<file path="src/rtl/sm83_instr_assembler_if.sv">
// sm83_instr_assembler_if
// Bundles the fetch-side byte stream, the decode-side packet stream, the
// flush/redirect request and the FIFO occupancy of the instruction assembler.
//   master : fetch/decode side (drives bytes, flush, pops packets)
//   slave  : the assembler (accepts bytes, presents packets, reports count)
// Ports carried:
//   flush_i, flush_pc_i                : discard everything, redirect byte PC
//   byte_valid_i, byte_i, byte_ready_o : fetch byte handshake
//   pkt_valid_o, pkt_ready_i           : packet FIFO head handshake
//   pkt_opcode_o, pkt_cb_o, pkt_imm_o,
//   pkt_len_o, pkt_pc_o, pkt_illegal_o : head packet fields
//   count_o                            : occupied FIFO entries
interface sm83_instr_assembler_if #(
  parameter int DEPTH = 2,
  parameter int PC_W  = 16
) ();
  localparam int CNT_W = $clog2(DEPTH + 1);

  logic             flush_i;
  logic [PC_W-1:0]  flush_pc_i;
  logic             byte_valid_i;
  logic [7:0]       byte_i;
  logic             byte_ready_o;
  logic             pkt_valid_o;
  logic             pkt_ready_i;
  logic [7:0]       pkt_opcode_o;
  logic             pkt_cb_o;
  logic [15:0]      pkt_imm_o;
  logic [1:0]       pkt_len_o;
  logic [PC_W-1:0]  pkt_pc_o;
  logic             pkt_illegal_o;
  logic [CNT_W-1:0] count_o;

  modport master (
    output flush_i, flush_pc_i, byte_valid_i, byte_i, pkt_ready_i,
    input  byte_ready_o, pkt_valid_o, pkt_opcode_o, pkt_cb_o, pkt_imm_o,
           pkt_len_o, pkt_pc_o, pkt_illegal_o, count_o
  );

  modport slave (
    input  flush_i, flush_pc_i, byte_valid_i, byte_i, pkt_ready_i,
    output byte_ready_o, pkt_valid_o, pkt_opcode_o, pkt_cb_o, pkt_imm_o,
           pkt_len_o, pkt_pc_o, pkt_illegal_o, count_o
  );
endinterface

</file>
<file path="src/rtl/sm83_instr_assembler.sv">
// sm83_instr_assembler
// Length-decodes an SM83 byte stream (1-3 byte instructions, CB prefix
// included), gathers operand bytes, tags each instruction with the PC of its
// first byte and queues finished packets in a DEPTH-entry first-word-fall-
// through FIFO. A flush empties the FIFO, drops any partial instruction and
// redirects the byte PC.
// Ports:
//   clk   : rising-edge clock
//   rst_n : asynchronous active-low reset
//   bus   : sm83_instr_assembler_if.slave (byte in, packet out, flush, count)
module sm83_instr_assembler #(
  parameter int              DEPTH    = 2,
  parameter int              PC_W     = 16,
  parameter logic [PC_W-1:0] RESET_PC = {PC_W{1'b0}}
) (
  input  logic                    clk,
  input  logic                    rst_n,
  sm83_instr_assembler_if.slave   bus
);
  localparam int CNT_W = $clog2(DEPTH + 1);
  localparam int PTR_W = (DEPTH > 1) ? $clog2(DEPTH) : 1;

  typedef enum logic [1:0] {
    S_OP     = 2'd0,
    S_CB     = 2'd1,
    S_IMM_LO = 2'd2,
    S_IMM_HI = 2'd3
  } state_e;

  typedef struct packed {
    logic [7:0]      opcode;
    logic            cb;
    logic [15:0]     imm;
    logic [1:0]      len;
    logic [PC_W-1:0] pc;
    logic            illegal;
  } pkt_t;

  // Total length of a non-CB opcode (CB is routed separately by the FSM).
  function automatic logic [1:0] op_len(input logic [7:0] op);
    logic [1:0] len;
    case (op)
      8'h10, 8'h18, 8'h20, 8'h28, 8'h30, 8'h38,
      8'hE0, 8'hE8, 8'hF0, 8'hF8:                 len = 2'd2;
      8'h01, 8'h11, 8'h21, 8'h31, 8'h08,
      8'hC2, 8'hC3, 8'hC4, 8'hCA, 8'hCC, 8'hCD,
      8'hD2, 8'hD4, 8'hDA, 8'hDC,
      8'hEA, 8'hFA:                               len = 3'd3 & 2'd3;
      default: begin
        // 00xxx110 (LD r,d8) and 11xxx110 (ALU A,d8) carry one operand byte.
        if ((op[2:0] == 3'b110) && (op[7:6] == 2'b00 || op[7:6] == 2'b11)) begin
          len = 2'd2;
        end else begin
          len = 2'd1;
        end
      end
    endcase
    return len;
  endfunction

  // Unassigned opcodes of the base table.
  function automatic logic op_illegal(input logic [7:0] op);
    logic ill;
    case (op)
      8'hD3, 8'hDB, 8'hDD, 8'hE3, 8'hE4, 8'hEB,
      8'hEC, 8'hED, 8'hF4, 8'hFC, 8'hFD:          ill = 1'b1;
      default:                                    ill = 1'b0;
    endcase
    return ill;
  endfunction

  // Circular pointer advance that also handles non power-of-two depths.
  function automatic logic [PTR_W-1:0] ptr_inc(input logic [PTR_W-1:0] p);
    logic [PTR_W-1:0] n;
    if (p == PTR_W'(DEPTH - 1)) begin
      n = {PTR_W{1'b0}};
    end else begin
      n = p + PTR_W'(1);
    end
    return n;
  endfunction

  state_e           state_q, state_d;
  logic [PC_W-1:0]  pc_q, pc_d;
  logic [7:0]       op_q, op_d;
  logic [PC_W-1:0]  op_pc_q, op_pc_d;
  logic [1:0]       len_q, len_d;
  logic [7:0]       imm_lo_q, imm_lo_d;

  pkt_t             mem_q [DEPTH];
  pkt_t             mem_d [DEPTH];
  logic [PTR_W-1:0] wr_ptr_q, wr_ptr_d;
  logic [PTR_W-1:0] rd_ptr_q, rd_ptr_d;
  logic [CNT_W-1:0] count_q, count_d;

  logic             flush_s;
  logic             ready_s;
  logic             accept_s;
  logic             pop_s;
  logic             push_s;
  pkt_t             push_pkt_s;
  pkt_t             head_s;

  // Ready is taken from the registered count, so it stalls even non-final bytes.
  assign flush_s  = bus.flush_i;
  assign ready_s  = !flush_s && (count_q < CNT_W'(DEPTH));
  assign accept_s = bus.byte_valid_i && ready_s;
  assign pop_s    = (count_q != {CNT_W{1'b0}}) && bus.pkt_ready_i;
  assign head_s   = mem_q[rd_ptr_q];

  assign bus.byte_ready_o  = ready_s;
  assign bus.pkt_valid_o   = (count_q != {CNT_W{1'b0}});
  assign bus.pkt_opcode_o  = head_s.opcode;
  assign bus.pkt_cb_o      = head_s.cb;
  assign bus.pkt_imm_o     = head_s.imm;
  assign bus.pkt_len_o     = head_s.len;
  assign bus.pkt_pc_o      = head_s.pc;
  assign bus.pkt_illegal_o = head_s.illegal;
  assign bus.count_o       = count_q;

  // Assembler FSM: next state, byte PC and packet construction.
  always_comb begin
    state_d    = state_q;
    pc_d       = pc_q;
    op_d       = op_q;
    op_pc_d    = op_pc_q;
    len_d      = len_q;
    imm_lo_d   = imm_lo_q;
    push_s     = 1'b0;
    push_pkt_s = '0;
    if (flush_s) begin
      state_d = S_OP;
      pc_d    = bus.flush_pc_i;
    end else if (accept_s) begin
      pc_d = pc_q + PC_W'(1);
      case (state_q)
        S_OP: begin
          op_d    = bus.byte_i;
          op_pc_d = pc_q;
          len_d   = op_len(bus.byte_i);
          if (bus.byte_i == 8'hCB) begin
            state_d = S_CB;
          end else if (op_len(bus.byte_i) == 2'd1) begin
            push_s     = 1'b1;
            push_pkt_s = '{opcode: bus.byte_i, cb: 1'b0, imm: 16'h0000, len: 2'd1,
                           pc: pc_q, illegal: op_illegal(bus.byte_i)};
          end else begin
            state_d = S_IMM_LO;
          end
        end
        S_CB: begin
          push_s     = 1'b1;
          push_pkt_s = '{opcode: bus.byte_i, cb: 1'b1, imm: 16'h0000, len: 2'd2,
                         pc: op_pc_q, illegal: 1'b0};
          state_d    = S_OP;
        end
        S_IMM_LO: begin
          imm_lo_d = bus.byte_i;
          if (len_q == 2'd2) begin
            push_s     = 1'b1;
            push_pkt_s = '{opcode: op_q, cb: 1'b0, imm: {8'h00, bus.byte_i}, len: 2'd2,
                           pc: op_pc_q, illegal: 1'b0};
            state_d    = S_OP;
          end else begin
            state_d = S_IMM_HI;
          end
        end
        S_IMM_HI: begin
          push_s     = 1'b1;
          push_pkt_s = '{opcode: op_q, cb: 1'b0, imm: {bus.byte_i, imm_lo_q}, len: 2'd3,
                         pc: op_pc_q, illegal: 1'b0};
          state_d    = S_OP;
        end
        default: begin
          state_d = S_OP;
        end
      endcase
    end else begin
      state_d = state_q;
    end
  end

  // Packet FIFO: storage, pointers and occupancy; flush wins over push/pop.
  always_comb begin
    mem_d    = mem_q;
    wr_ptr_d = wr_ptr_q;
    rd_ptr_d = rd_ptr_q;
    count_d  = count_q;
    if (flush_s) begin
      count_d  = {CNT_W{1'b0}};
      wr_ptr_d = rd_ptr_q;
    end else begin
      if (push_s) begin
        mem_d[wr_ptr_q] = push_pkt_s;
        wr_ptr_d        = ptr_inc(wr_ptr_q);
      end else begin
        wr_ptr_d = wr_ptr_q;
      end
      if (pop_s) begin
        rd_ptr_d = ptr_inc(rd_ptr_q);
      end else begin
        rd_ptr_d = rd_ptr_q;
      end
      case ({push_s, pop_s})
        2'b10:   count_d = count_q + CNT_W'(1);
        2'b01:   count_d = count_q - CNT_W'(1);
        default: count_d = count_q;
      endcase
    end
  end

  // State registers with asynchronous reset.
  always_ff @(posedge clk or negedge rst_n) begin
    if (!rst_n) begin
      state_q  <= S_OP;
      pc_q     <= RESET_PC;
      op_q     <= 8'h00;
      op_pc_q  <= {PC_W{1'b0}};
      len_q    <= 2'd0;
      imm_lo_q <= 8'h00;
      wr_ptr_q <= {PTR_W{1'b0}};
      rd_ptr_q <= {PTR_W{1'b0}};
      count_q  <= {CNT_W{1'b0}};
      for (int i = 0; i < DEPTH; i++) begin
        mem_q[i] <= '0;
      end
    end else begin
      state_q  <= state_d;
      pc_q     <= pc_d;
      op_q     <= op_d;
      op_pc_q  <= op_pc_d;
      len_q    <= len_d;
      imm_lo_q <= imm_lo_d;
      wr_ptr_q <= wr_ptr_d;
      rd_ptr_q <= rd_ptr_d;
      count_q  <= count_d;
      mem_q    <= mem_d;
    end
  end
endmodule
</file>
<file path="src/flat_wrapper.sv">
// flat-port wrapper written by rule: the top's interface ports become plain ports
module sm83_instr_assembler_flat 
#(
  parameter int              DEPTH    = 2,
  parameter int              PC_W     = 16,
  parameter logic [PC_W-1:0] RESET_PC = {PC_W{1'b0}}
)
  (clk, rst_n, bus_flush_i, bus_flush_pc_i, bus_byte_valid_i, bus_byte_i, bus_pkt_ready_i, bus_byte_ready_o, bus_pkt_valid_o, bus_pkt_opcode_o, bus_pkt_cb_o, bus_pkt_imm_o, bus_pkt_len_o, bus_pkt_pc_o, bus_pkt_illegal_o, bus_count_o);
  sm83_instr_assembler_if #(.DEPTH(DEPTH), .PC_W(PC_W)) bus_i ();
  input  logic clk;
  input  logic rst_n;
  input wire logic [$bits(bus_i.flush_i)-1:0] bus_flush_i;
  input wire logic [$bits(bus_i.flush_pc_i)-1:0] bus_flush_pc_i;
  input wire logic [$bits(bus_i.byte_valid_i)-1:0] bus_byte_valid_i;
  input wire logic [$bits(bus_i.byte_i)-1:0] bus_byte_i;
  input wire logic [$bits(bus_i.pkt_ready_i)-1:0] bus_pkt_ready_i;
  output wire logic [$bits(bus_i.byte_ready_o)-1:0] bus_byte_ready_o;
  output wire logic [$bits(bus_i.pkt_valid_o)-1:0] bus_pkt_valid_o;
  output wire logic [$bits(bus_i.pkt_opcode_o)-1:0] bus_pkt_opcode_o;
  output wire logic [$bits(bus_i.pkt_cb_o)-1:0] bus_pkt_cb_o;
  output wire logic [$bits(bus_i.pkt_imm_o)-1:0] bus_pkt_imm_o;
  output wire logic [$bits(bus_i.pkt_len_o)-1:0] bus_pkt_len_o;
  output wire logic [$bits(bus_i.pkt_pc_o)-1:0] bus_pkt_pc_o;
  output wire logic [$bits(bus_i.pkt_illegal_o)-1:0] bus_pkt_illegal_o;
  output wire logic [$bits(bus_i.count_o)-1:0] bus_count_o;
  assign bus_i.flush_i = bus_flush_i;
  assign bus_i.flush_pc_i = bus_flush_pc_i;
  assign bus_i.byte_valid_i = bus_byte_valid_i;
  assign bus_i.byte_i = bus_byte_i;
  assign bus_i.pkt_ready_i = bus_pkt_ready_i;
  assign bus_byte_ready_o = bus_i.byte_ready_o;
  assign bus_pkt_valid_o = bus_i.pkt_valid_o;
  assign bus_pkt_opcode_o = bus_i.pkt_opcode_o;
  assign bus_pkt_cb_o = bus_i.pkt_cb_o;
  assign bus_pkt_imm_o = bus_i.pkt_imm_o;
  assign bus_pkt_len_o = bus_i.pkt_len_o;
  assign bus_pkt_pc_o = bus_i.pkt_pc_o;
  assign bus_pkt_illegal_o = bus_i.pkt_illegal_o;
  assign bus_count_o = bus_i.count_o;
  sm83_instr_assembler #(.DEPTH(DEPTH), .PC_W(PC_W), .RESET_PC(RESET_PC)) u_core (.clk(clk), .rst_n(rst_n), .bus(bus_i));
endmodule
</file>
<file path="config.mk">
export PLATFORM = sky130hd
export DESIGN_NAME = sm83_instr_assembler_flat
export DESIGN_NICKNAME = d
export VERILOG_FILES = /design/src/rtl/sm83_instr_assembler_if.sv /design/src/rtl/sm83_instr_assembler.sv /design/src/flat_wrapper.sv
export SDC_FILE = /design/constraint.sdc
export NUM_CORES = 1
export LEC_CHECK = 0
export CAP_MARGIN = 20
export CELL_PAD_IN_SITES_DETAIL_PLACEMENT = 0
export CELL_PAD_IN_SITES_GLOBAL_PLACEMENT = 2
export CORE_UTILIZATION = 34
export CTS_CLUSTER_DIAMETER = 120
export DETAILED_ROUTE_END_ITERATION = 8
export PLACE_DENSITY = 0.76
export RECOVER_POWER = 25
export SYNTH_ARGS = -nofsm -noshare
export SYNTH_HDL_FRONTEND = slang
export SYNTH_SLANG_ARGS = --single-unit
</file>
<file path="constraint.sdc">
create_clock -name clk -period 2.1 [get_ports clk]
set_clock_uncertainty 0.15 [all_clocks]
set_input_delay 0.525 -clock clk [delete_from_list [all_inputs] [get_ports clk]]
set_output_delay 0.525 -clock clk [all_outputs]
set_load 0.1 [all_outputs]
</file>
# --- After elaboration in Yosys (flattened, before gate mapping) ---
# Index checks and enable logic that the tools add are counted.
op_classes:
  add_sub_neg: 5
  order_cmp: 4
  n_eq_ne: 49
  n_mux: 39
  bitwise: 3
  reduce_logical: 22
ops:
  columns: ["cell", "n"]
  rows:
  - ["$mux 44", 9]
  - ["$eq 8x8->1 const B", 28]
  - ["$pmux 44 s4", 1]
  - ["$bwmux 88", 1]
  - ["$eq 8x6->1 const B", 6]
  - ["$demux 44 s1", 1]
  - ["$mux 16", 2]
  - ["$eq 8x5->1 const B", 3]
  - ["$mux 2", 11]
  - ["$reduce_or 17->1", 1]
  - ["$add 16x1->16 const B", 1]
  - ["$reduce_or 11->1", 1]
  - ["$eq 2x2->1 const B", 5]
  - ["$mux 1", 10]
  - ["$reduce_or 10->1", 1]
  - ["$eq 8x1->1 const B", 1]
  - ["$eq 8x4->1 const B", 1]
  - ["$pmux 2 s2", 2]
  - ["$eq 2x1->1 const B", 3]
  - ["$pmux 2 s3", 1]
  - ["$reduce_and 2->1", 3]
  - ["$reduce_and 3->1", 2]
  - ["$reduce_bool 2->1", 3]
  - ["$logic_and 1x1->1", 5]
  - ["other kinds (16)", 20]
word_totals:
  ff_bits: 144
  in_bits: 29
  output_inout_bits: 48
  elab_cells: 143

# --- Logic depth before layout (Yosys ltp) ---
# Gate-level depths: netlist of the first run.
depth:
  word_depth: 18
  ltp_mapped: 11
  depth_no_buf: 9

# --- Least setup slack after synthesis of the first run ---
# Ideal clock, no wire load.
synth_timing:
  path_type: "reg-to-output"
  startpoint: "register u_core.rd_ptr_q"
  endpoint: "output bus_pkt_cb_o"
  t_arrival_ps: 2969
  required_ps: 1425
  path_slack_ps: -1544
  path_stages_with_launch: 4
  path_buffers: 2
  cell_sequence: "dfrtp_1 -> clkbuf_1 -> clkbuf_1 -> o21ai_0"
synth_between:
  elab_chain_cells: 4
synth_rtl:
  columns: ["element", "line_no", "text"]
  rows:
  - ["start, declared", "sm83_instr_assembler.sv:93", "logic [PTR_W-1:0] rd_ptr_q, rd_ptr_d;"]
  - ["start signal, assigned", "sm83_instr_assembler.sv:222", "rd_ptr_q <= {PTR_W{1'b0}};"]
  - ["start signal, assigned", "sm83_instr_assembler.sv:235", "rd_ptr_q <= rd_ptr_d;"]
  - ["$not 1->2 (not written as such)", "sm83_instr_assembler.sv:109", "assign head_s = mem_q[rd_ptr_q];"]
  - ["$mux 44 (not written as such) (3 in a row)", "sm83_instr_assembler.sv:109", null]
  - ["end, declared", "flat_wrapper.sv:20", "output wire logic [$bits(bus_i.pkt_cb_o)-1:0] bus_pkt_cb_o;"]
# No other way between the ends. The select of a mux whose other input is x is not followed.

# --- Worst setup path after layout of the first run ---
layout_timing:
  startpoint: "input bus_byte_i[7]"
  endpoint: "register u_core.mem_q[53] (netlist bit)"
layout_between:
  elab_chain_cells: 16
  elab_cells_between_ends: 53
  cone_classes: "30 x eq/ne; 17 x mux; 6 x reduce/logical"
layout_rtl:
  columns: ["element", "line_no", "text"]
  rows:
  - ["start, declared", "flat_wrapper.sv:15", "input wire logic [$bits(bus_i.byte_i)-1:0] bus_byte_i;"]
  - ["branches (longest 16 deep; another with $mux 44)", null, null]
  - ["end signal, assigned", "sm83_instr_assembler.sv:237", "mem_q <= mem_d;"]
  - ["end, declared", "sm83_instr_assembler.sv:90", "pkt_t mem_q [DEPTH];"]
# Several ways; the timed one is not identified. The select of a mux whose other input is x is not followed.
# A chain may end at the register's enable or synchronous reset.

==> flow_metrics.py, run 1 <==
metrics = {
    "yosys": {
        "yosys_warnings": 0,
        "async_flop_share_pct": 100.0,
        "avgSynthCellArea_sq_um": 10.91,
        "synth.distinct_cells": 54,
        "synth_flop_cell": "dfrtp_1",
        "ys_seq_elements": 144,
        "syn-num-nets": 689,
        "syn-cell-area_sq_mm": 0.007144,
        "ys_seq_area_share_pct": 50.44,
        "synth-edff-count": 0,
        "synth_cells": 655,
    },
    "power_and_ir_drop": {
        "p_seq_share_pct": 30.1,
        "p_leak_nw": 5.005,
        "powerDensity_mw_per_mm2": 1145,
        "finalPower_mw": 12.41,
        "clkPwrFrac_pct": 24.3,
        "p_sw_share_pct": 37.30,
        "ir_worst_vdd_mv": 0.5577,
        "netSwitchingPower_mw": 4.628,
        "pwr-share-comb_pct": 45.6,
        "internal-power_mw": 7.779,
    },
    "layout": {
        "areaGrowthSynthToFinish_pct": 51.65,
        "n_antenna_cell": 0,
        "fin_area_sq_mm": 0.01083,
        "finalNetCount": 869,
        "multi_input_area_sq_mm": 0.003689,
        "final_cell_mix": "141 x dfrtp_1, 136 x nand2_1, 84 x buf_4",
        "layout_commonest_cell": "dfrtp_1",
        "drive_above_1_share_pct": 41.79,
        "ff_latch_area_sq_mm": 0.003610,
        "fill_cells": 1770,
    },
    "worst_setup_path": {
        "crit_chain": "buf_12, inv_8, ha_4, or3b_4, a2111oi_4, nor2_1, and4b_4, a21oi_4, buf_6, buf_6, nor2_4, buf_12, mux2_4",
        "crit_type": "in -> reg",
        "slowest_stage": "or3b_4",
        "required_ns": 2.26,
        "cpLargestDelayFamily": "simple AND/OR/NAND/NOR gates",
        "crit_path_max_incr_delay_ns": 0.39,
        "critical_path_buf_inv_count": 5,
        "cp-start-kind": "primary input",
        "end_kind": "flop",
        "worstPathMaxFanout": 5,
        "cp.arrival_ns": 2.70,
    },
    "hold_path": {
        "hp-class": "in -> reg",
    },
    "route": {
        "wl_met1_um": 9674,
        "routed_wirelength_um": 20100,
        "drt-wirelength-per-cell_um": 18.00,
        "antenna_left": 0,
        "dr_wl_met2_um": 9435,
        "post-route-drc-count": 0,
        "drtIter0Drc": 259,
        "wl_met3_um": 782,
        "drtPass1Iterations": 4,
        "vias": 5542,
        "top_layer_used": "met4",
        "drt-vias-per-instance": 4.962,
    },
    "floorplan": {
        "pin_count": 77,
        "fp.dieH_um": 147.0,
        "start_util_pct": 34.97,
        "rows": 52,
        "die_area_sq_mm": 0.02160,
        "core_sq_mm": 0.02043,
        "die_w_um": 147.0,
    },
    "grt": {
        "grt_overflow": 0,
        "grt_pass1_wl_um": 32460,
        "grt_pass1_vias": 5868,
        "antenna_found_initial": 0,
        "grt_max_degree": 53,
        "grt_util_all_layers_pct": 19.64,
    },
    "timing": {
        "post-route-min-period_ns": 2.541,
        "slew_viol_final": 0,
        "max_clock_freq_mhz": 393.6,
        "worst_slew_pin_slew_ns": 0.9509,
        "finalCritPeriodShare_pct": 121.0,
        "relSlewSlack_pct": 36.60,
        "layout_setup_ws_ns": -0.4409,
        "rsz0062_at_grt": "yes",
        "hold_violations": 0,
        "final-setup-viol-count": 138,
    },
    "flow_run": {
        "drv_cap": 0,
    },
    "clock_tree": {
        "cts_tree": "yes",
        "clock_latency_ns": 0.43,
        "htreeDepth": 4,
        "clk_path_buf_depth": 2,
        "numCtsBuffers": 17,
        "cts_root_buf": "clkbuf_16",
        "clock-sinks": 144,
        "cts.clk_slew.worst_paths_ns": 0.06,
    },
    "placed_design": {
        "portBuffers": 76,
        "placed_area_sq_mm": 0.009460,
        "pre_cts_ws_ns": -1.582,
        "dp_hpwl_um": 12770,
        "gp_congestion": 0.8308,
    },
    "status": {
        "violations": "negative setup slack",
        "status": "finished with violations",
    },
}
-- kinds of logic (layout without fill, tap and decap cells) --
kind of cell | after synthesis | after routing | synth area share [%]
compound gates | 123 | 123 | 12.24
xor+xnor | 16 | 16 | 1.962
fa+ha+maj | 5 | 5 | 0.8757
buf+inv | 52 | 242 | 4.011
flops | 144 | 144 | 50.44
mux | 94 | 94 | 16.90
simple gates | 221 | 223 | 13.57
-- per-stage QoR --
step                      TNS (ns)  hold slack [ns]  util (%)  cells
final                       -43.47           0.3205     53.03   1117
after global placement     -140.29           0.2925     46.31   1051
after floorplan             -42.68          0.07941         -    655
after global routing        -53.60           0.3139     53.03   1117
after CTS                   -58.16           0.3269     52.99   1119
after detailed placement   -143.49           0.2999     46.31   1051
-- Yosys cell counts (2+ instances only) --
library cell | count | area [sq um]
a32o_1 | 3 | 30.03
o31ai_1 | 2 | 15.01
nand4_1 | 3 | 18.77
clkbuf_1 | 32 | 120.1
xor2_1 | 9 | 78.83
nor2b_1 | 2 | 12.51
nand3_1 | 8 | 40.04
nand2b_1 | 8 | 50.05
nor2_1 | 32 | 120.1
or3b_1 | 2 | 17.52
a22o_1 | 17 | 148.9
a22oi_1 | 20 | 150.1
nand2_1 | 140 | 525.5
a31oi_1 | 2 | 12.51
a21oi_1 | 9 | 45.04
o2bb2ai_1 | 16 | 140.1
o21ai_0 | 38 | 190.2
mux2_2 | 53 | 596.8
buf_12 | 4 | 80.08
dfrtp_1 | 144 | 3603
xnor2_1 | 7 | 61.31
buf_1 | 2 | 7.510
nor2_4 | 2 | 22.52
or2_2 | 3 | 18.77
inv_1 | 10 | 37.54
a211oi_1 | 2 | 15.01
mux2_4 | 40 | 600.6
nor3_1 | 6 | 30.03
buf_6 | 3 | 33.78
nand3b_1 | 6 | 45.04
a2111oi_0 | 2 | 17.52
and3_1 | 2 | 12.51
ha_1 | 5 | 62.56
-- layer usage --
metal	global-route usage, %	vias to the layer above
li1	-	2654
met1	27.32	2762
met2	30.73	111
met3	4.348	15
met4	5.515	0
met5	0	-
-- power groups by stage --
stage | sequential (mW) | combinational (mW) | clock, mW
after floorplan | 3.66 | 3.41 | 0
after global placement | 3.73 | 4.85 | 0
after detailed placement | 3.76 | 4.90 | 0
after CTS | 3.71 | 5.82 | 3.07
after global routing | 3.81 | 5.91 | 3.20
final | 3.73 | 5.66 | 3.01
-- cell type report --
| type | count | share of cell area [%] |
|---|---|---|
| Multi-Input combinational cell | 461 | 34.05 |
| Sequential cell | 144 | 33.32 |
| Timing Repair Buffer | 201 | 23.67 |
| Clock buffer | 22 | 4.377 |
| Tap cell | 270 | 3.118 |
| Clock inverter | 9 | 1.005 |
| Inverter | 10 | 0.4619 |
-- final timing paths --
check                                      startpoint                 to  slack [ns]  cells past startpoint
worst max-delay path                    bus_byte_i[7]   u_core.mem_q[53]       -0.44                     13
worst min-delay path                    bus_byte_i[7]   u_core.mem_q[34]        0.32                      3
worst max register to register  u_core.bus.count_o[1]   u_core.mem_q[73]       -0.19                      8
worst min register to register      u_core.op_pc_q[2]  u_core.op_pc_q[2]        0.32                      2
max in group asynchronous                       rst_n     u_core.op_q[5]        0.28                      3
min in group asynchronous                       rst_n   u_core.mem_q[64]        0.63                      2
-- registers in the layout, summed over array words and instances (netlist names) --
| signal | flops |
|---|---|
| u_core.mem_q | 88 |
| u_core.state_q | 2 |
| u_core.pc_q | 16 |
| u_core.bus.count_o | 2 |
| u_core.rd_ptr_q | 1 |
| u_core.len_q | 2 |
| u_core.wr_ptr_q | 1 |
| u_core.op_q | 8 |
| u_core.op_pc_q | 16 |
| u_core.imm_lo_q | 8 |
-- repair_timing --
| action | CTS | global route |
|---|---|---|
| buffers inserted | 26 | 10 |
| resized for setup | 77 | 51 |
| hold buffers | 1 | 0 |
| endpoints found under the hold margin | 33 | 0 |
| pin swaps | 16 | 13 |
| setup endpoints to repair | 141 | 146 |
| cloned | 11 | 1 |
-- worst min-delay path, stage by stage --
cell and delay, ns:
buf_12 0.10, buf_4 0.12, a22o_1 0.12
Note: power is estimated with default switching activity, not from simulation.
==> run 2, diff against run 1 <==
--- a/config.mk
+++ b/config.mk
@@ -5,6 +5,7 @@
 export SDC_FILE = /design/constraint.sdc
 export NUM_CORES = 1
 export LEC_CHECK = 0
+export ABC_CLOCK_PERIOD_IN_PS = 2050
 export CAP_MARGIN = 20
 export CELL_PAD_IN_SITES_DETAIL_PLACEMENT = 0
 export CELL_PAD_IN_SITES_GLOBAL_PLACEMENT = 2
==> constraint.sdc (replaced) <==
create_clock -name clk -period 2.05 [get_ports clk]
set_clock_uncertainty 0.15 [all_clocks]
set_input_delay 0.5125 -clock clk [delete_from_list [all_inputs] [get_ports clk]]
set_output_delay 0.5125 -clock clk [all_outputs]
set_load 0.1 [all_outputs]
==> flow_metrics.py, run 2 (synthesis gave the netlist of run 1 again) <==
metrics = {
    "status": {
        "status": "finished with violations",
        "violations": "negative setup slack",
    },
    "layout": {
        "largest_register_ffs": 88,
        "reg_top3": "u_core.mem_q: 88 flops, u_core.op_pc_q: 16 flops, u_core.pc_q: 16 flops",
        "ff_latch_area_sq_mm": 0.003610,
        "finalNetCount": 874,
        "layout_commonest_cell": "dfrtp_1",
        "areaGrowthSynthToFinish_pct": 52.98,
        "n_antenna_cell": 0,
        "final_cell_mix": "141 x dfrtp_1, 137 x nand2_1, 84 x mux2_4",
        "drive_above_1_share_pct": 43.38,
        "fill_cells": 1771,
        "fin_area_sq_mm": 0.01093,
        "fin_cells": 1123,
        "regMostFlops": "u_core.mem_q",
        "multi_input_area_sq_mm": 0.003740,
    },
    "timing": {
        "layout_setup_ws_ns": -0.4861,
        "hold_violations": 0,
        "slew_viol_final": 0,
        "finalCritPeriodShare_pct": 123.7,
        "relSlewSlack_pct": 35.57,
        "fin_tns_setup_ns": -48.28,
        "rsz0062_at_grt": "yes",
        "max_clock_freq_mhz": 394.3,
        "final-setup-viol-count": 138,
        "timing.hold.ws_ns": 0.3015,
        "worst_slew_pin_slew_ns": 0.9664,
        "post-route-min-period_ns": 2.536,
    },
    "floorplan": {
        "pin_count": 77,
        "start_util_pct": 34.97,
        "core_sq_mm": 0.02043,
        "die_area_sq_mm": 0.02160,
        "rows": 52,
        "die_w_um": 147.0,
        "fp.dieH_um": 147.0,
    },
    "clock_tree": {
        "cts.clk_slew.worst_paths_ns": 0.06,
        "cts_tree": "yes",
        "cts_root_buf": "clkbuf_16",
        "htreeDepth": 4,
        "clock_latency_ns": 0.44,
        "numCtsBuffers": 17,
        "clock-sinks": 144,
        "clk_path_buf_depth": 2,
    },
    "worst_setup_path": {
        "cp.arrival_ns": 2.71,
        "cpLargestDelayFamily": "buffers and inverters",
        "crit_type": "in -> reg",
        "worstPathMaxFanout": 5,
        "end_kind": "flop",
        "crit_chain": "buf_12, ha_4, buf_4, buf_4, nand3b_1, a211oi_1, a31oi_1, and4b_4, a21oi_4, buf_6, buf_6, or2_4, clkbuf_16, a22o_1",
        "slowest_stage": "and4b_4",
        "required_ns": 2.23,
        "crit_path_max_incr_delay_ns": 0.28,
        "critical_path_buf_inv_count": 6,
        "cp-start-kind": "primary input",
    },
    "route": {
        "drtPass1Iterations": 5,
        "routed_wirelength_um": 21180,
        "drt-wirelength-per-cell_um": 18.86,
        "drt-vias-per-instance": 5.051,
        "post-route-drc-count": 0,
        "vias": 5672,
        "drtIter0Drc": 358,
        "antenna_left": 0,
    },
    "power_and_ir_drop": {
        "finalPower_mw": 12.78,
        "ir_worst_vdd_mv": 0.6693,
        "powerDensity_mw_per_mm2": 1169,
        "p_leak_nw": 5.042,
    },
    "grt": {
        "grt_util_all_layers_pct": 20.39,
        "grt_overflow": 0,
        "antenna_found_initial": 0,
        "grt_pass1_wl_um": 33700,
        "grt_max_degree": 35,
        "grt_pass1_vias": 5902,
    },
    "placed_design": {
        "portBuffers": 76,
        "placedCellCount": 1047,
        "gp_congestion": 0.8441,
        "dp_hpwl_um": 13270,
        "placed_area_sq_mm": 0.009359,
    },
    "hold_path": {
        "hp-class": "in -> reg",
    },
    "flow_run": {
        "drv_cap": 0,
    },
}
run 2: cell count changes in the layout (fill, tap and decap cells not counted), sizes merged:
cell and change:
buf +3, clkinvlp +2, bufinv -1, clkbuf +1, clkdlybuf4s15 -1, clkdlybuf4s50 -1, clkinv +1, dlygate4sd2 +1
inv +1
run 2: metal layers:
| metal | routed length [um] | track usage (%) |
|---|---|---|
| met5 | 0 | 0 |
| met4 | 345 | 5.876 |
| met3 | 765 | 3.727 |
| met2 | 10120 | 32.11 |
| met1 | 9947 | 28.65 |
run 2: layout make-up:
class,count,area share (%)
inverters,10,0.4350
multi-input cells,461,34.22
well taps,270,3.091
clock inverters,12,0.9845
clock buffers,20,4.179
flip-flops and latches,144,33.03
repair buffers,206,24.06
run 2: repair_timing:
action	in CTS	in global routing
setup endpoints to repair	144	146
resized for setup	124	46
pin swaps	19	17
hold endpoints to repair	29	0
cloned	12	2
hold buffers	1	0
setup buffers	37	6
run 2: final timing paths:
check	from	to	slack, ns	cells after the start
max	bus_byte_i[7]	u_core.mem_q[73]	-0.49	14
min	bus_byte_i[6]	u_core.mem_q[77]	0.30	3
max in group asynchronous	rst_n	u_core.op_q[6]	0.23	3
min reg2reg	u_core.op_pc_q[15]	u_core.op_pc_q[15]	0.32	2
max reg2reg	u_core.bus.count_o[1]	u_core.mem_q[73]	-0.26	8
min in group asynchronous	rst_n	u_core.mem_q[16]	0.60	2
run 2: report_power, final:
part | total (mW) | switching, mW | internal (mW)
combinational | 5.91 | 3.20 | 2.71
sequential | 3.86 | 0.421 | 3.44
clock | 3.00 | 1.27 | 1.73
total | 12.8 | 4.89 | 7.89
run 2: stage by stage:
| stage | setup slack (ns) | util [%] |
|---|---|---|
| 2_1_floorplan | -0.6043 | - |
| 3_3_place_gp | -1.551 | 45.81 |
| 3_5_place_dp | -1.627 | 45.81 |
| 4_1_cts | -0.6764 | 53.33 |
| 5_1_grt | -0.5565 | 53.50 |
| 6_report | -0.4861 | 53.50 |
run 2: worst register-to-register path, delay by kind of cell, from the launching register on:
| family | cells | cell delay, ns |
|---|---|---|
| and+or+nand+nor | 5 | 0.90 |
| DFF | 1 | 0.50 |
| AOI/OAI and AO/OA | 1 | 0.22 |
| buffers and inverters | 2 | 0.44 |
==> run 3, diff against run 2 <==
--- a/config.mk
+++ b/config.mk
@@ -6,7 +6,7 @@
 export NUM_CORES = 1
 export LEC_CHECK = 0
 export ABC_CLOCK_PERIOD_IN_PS = 2050
-export CAP_MARGIN = 20
+export CAP_MARGIN = 40
 export CELL_PAD_IN_SITES_DETAIL_PLACEMENT = 0
 export CELL_PAD_IN_SITES_GLOBAL_PLACEMENT = 2
 export CORE_UTILIZATION = 34
@@ -14,6 +14,7 @@
 export DETAILED_ROUTE_END_ITERATION = 8
 export PLACE_DENSITY = 0.76
 export RECOVER_POWER = 25
+export SLEW_MARGIN = 20
 export SYNTH_ARGS = -nofsm -noshare
 export SYNTH_HDL_FRONTEND = slang
 export SYNTH_SLANG_ARGS = --single-unit
==> flow_metrics.py, run 3 (synthesis gave the netlist of run 1 again) <==
metrics = {
    "status": {
        "status": "finished with violations",
        "violations": "negative setup slack",
    },
    "power_and_ir_drop": {
        "p_seq_share_pct": 30.3,
        "ir_worst_vdd_mv": 0.6838,
        "internal-power_mw": 7.967,
        "p_sw_share_pct": 37.40,
        "clkPwrFrac_pct": 24.0,
        "pwr-share-comb_pct": 45.7,
        "p_leak_nw": 4.976,
        "powerDensity_mw_per_mm2": 1182,
        "netSwitchingPower_mw": 4.759,
    },
    "layout": {
        "finalNetCount": 861,
        "fin_area_sq_mm": 0.01077,
        "fill_cells": 1791,
        "layout_commonest_cell": "dfrtp_1",
        "areaGrowthSynthToFinish_pct": 50.75,
        "drive_above_1_share_pct": 41.60,
        "post-route-util_pct": 52.72,
        "regMostFlops": "u_core.mem_q",
        "final_cell_mix": "141 x dfrtp_1, 137 x nand2_1, 83 x mux2_4",
        "reg_top3": "u_core.mem_q: 88 flops, u_core.op_pc_q: 16 flops, u_core.pc_q: 16 flops",
        "ff_latch_area_sq_mm": 0.003610,
        "multi_input_area_sq_mm": 0.003687,
        "largest_register_ffs": 88,
        "n_antenna_cell": 0,
    },
    "worst_setup_path": {
        "regToRegSetupSlack_ns": -0.22,
        "cpLargestDelayFamily": "simple AND/OR/NAND/NOR gates",
        "end_kind": "flop",
        "r2r_start": "u_core.bus.count_o[1]",
        "ff2ff_path_depth": 8,
        "worstPathMaxFanout": 8,
        "critical_path_depth": 12,
        "crit_type": "in -> reg",
        "required_ns": 2.20,
        "cp.arrival_ns": 2.58,
        "cp-start-kind": "primary input",
        "crit_chain": "buf_12, clkinv_8, ha_4, or3b_4, a2111oi_4, nor2_1, and4b_4, a21oi_4, buf_6, nor2_4, clkbuf_16, mux2_4",
        "critical_path_buf_inv_count": 4,
        "crit_path_max_incr_delay_ns": 0.39,
        "slowest_stage": "or3b_4",
        "reg2reg_to": "u_core.mem_q[17]",
    },
    "placed_design": {
        "pre_cts_ws_ns": -1.398,
        "gp_congestion": 0.8441,
        "dp_hpwl_um": 13340,
        "portBuffers": 76,
        "placed_area_sq_mm": 0.009414,
    },
    "clock_tree": {
        "cts_root_buf": "clkbuf_16",
        "htreeDepth": 4,
        "clk_path_buf_depth": 2,
        "clock-sinks": 144,
        "cts_tree": "yes",
        "numCtsBuffers": 17,
        "cts.clk_slew.worst_paths_ns": 0.06,
        "clock_latency_ns": 0.42,
    },
    "floorplan": {
        "die_w_um": 147.0,
        "start_util_pct": 34.97,
        "pin_count": 77,
        "fp.dieH_um": 147.0,
        "die_area_sq_mm": 0.02160,
        "core_sq_mm": 0.02043,
        "rows": 52,
    },
    "hold_path": {
        "min_path_cells": 4,
        "hp-class": "in -> reg",
        "worstHoldStart": "bus_byte_i[7]",
        "hold_end": "u_core.op_q[7]",
    },
    "timing": {
        "finalCritPeriodShare_pct": 118.6,
        "final-setup-viol-count": 138,
        "rsz0062_at_grt": "yes",
        "max_clock_freq_mhz": 411.1,
        "relSlewSlack_pct": 38.67,
        "post-route-min-period_ns": 2.432,
        "slew_viol_final": 0,
        "hold_violations": 0,
        "worst_slew_pin_slew_ns": 0.9200,
        "layout_setup_ws_ns": -0.3823,
        "fin_tns_setup_ns": -38.39,
    },
    "grt": {
        "grt_util_all_layers_pct": 19.42,
        "gr-usage-met2_pct": 31.21,
        "grt_max_degree": 35,
        "grt_pass1_vias": 5870,
        "use_met3_pct": 3.665,
        "grt_overflow": 0,
        "grt.busiest_layer": "met2",
        "antenna_found_initial": 0,
        "met1_usage_pct": 26.58,
        "grt_pass1_wl_um": 32380,
    },
    "route": {
        "drtIter0Drc": 348,
        "drt-vias-per-instance": 5.026,
        "vias": 5574,
        "post-route-drc-count": 0,
        "drtPass1Iterations": 4,
        "routed_wirelength_um": 20340,
        "drt-wirelength-per-cell_um": 18.34,
        "antenna_left": 0,
    },
    "flow_run": {
        "drv_cap": 0,
    },
}
[run 3: tightest hold or removal path, stage by stage]
cell      delay, ns
buf_12         0.12
clkinv_8       0.05
buf_4          0.09
o21ai_0        0.07
[run 3: power groups by stage]
| stage | Sequential [mW] | Clock (mW) | Combinational, mW |
|---|---|---|---|
| after floorplan | 3.74 | 0 | 3.36 |
| after global placement | 3.81 | 0 | 4.87 |
| after detailed placement | 3.85 | 0 | 4.96 |
| after global routing | 3.92 | 3.24 | 6.07 |
| final | 3.85 | 3.06 | 5.82 |
| after CTS | 3.82 | 3.11 | 5.85 |
[run 3: layout make-up]
cell class / instances / area share (%)
Clock buffer: 22 / 4.310
Clock inverter: 9 / 1.011
Timing Repair Buffer: 195 / 23.21
Multi-Input combinational cell: 459 / 34.24
Inverter: 10 / 0.5809
Tap cell: 270 / 3.137
Sequential cell: 144 / 33.52
[run 3: per-stage QoR]
stage	cells	hold slack, ns	power [mW]
2_1_floorplan	655	0.06691	7.101
3_3_place_gp	1047	0.2828	8.677
3_5_place_dp	1049	0.2866	8.812
4_1_cts	1108	0.3276	12.78
5_1_grt	1109	0.3219	13.22
6_report	1109	0.3148	12.73
[run 3: worst max path at each step]
stage | startpoint | endpoint
floorplan | bus_byte_i[6] | u_core.mem_q[10]
global placement | bus_byte_i[6] | u_core.mem_q[81]
detailed placement | bus_byte_i[6] | u_core.mem_q[80]
CTS | bus_byte_i[7] | u_core.mem_q[7]
global route | bus_byte_i[7] | u_core.mem_q[7]
finish | bus_byte_i[6] | u_core.mem_q[7]
[run 3: metal layers]
layer / up-vias / wire [um] / part of all wire [%]
met1: 2785 / 9739 / 48
met4: 0 / 323 / 1.6
li1: 2645 / - / -
met2: 121 / 9663 / 48
met5: - / 0 / 0
met3: 23 / 610 / 3.0
[run 3: repair_timing]
action	4_1_cts	5_1_grt
setup endpoints to repair	145	146
hold buffers	1	0
cloned	8	5
setup buffers	19	5
resized for setup	88	65
endpoints found under the hold margin	29	0
pin swaps	14	15
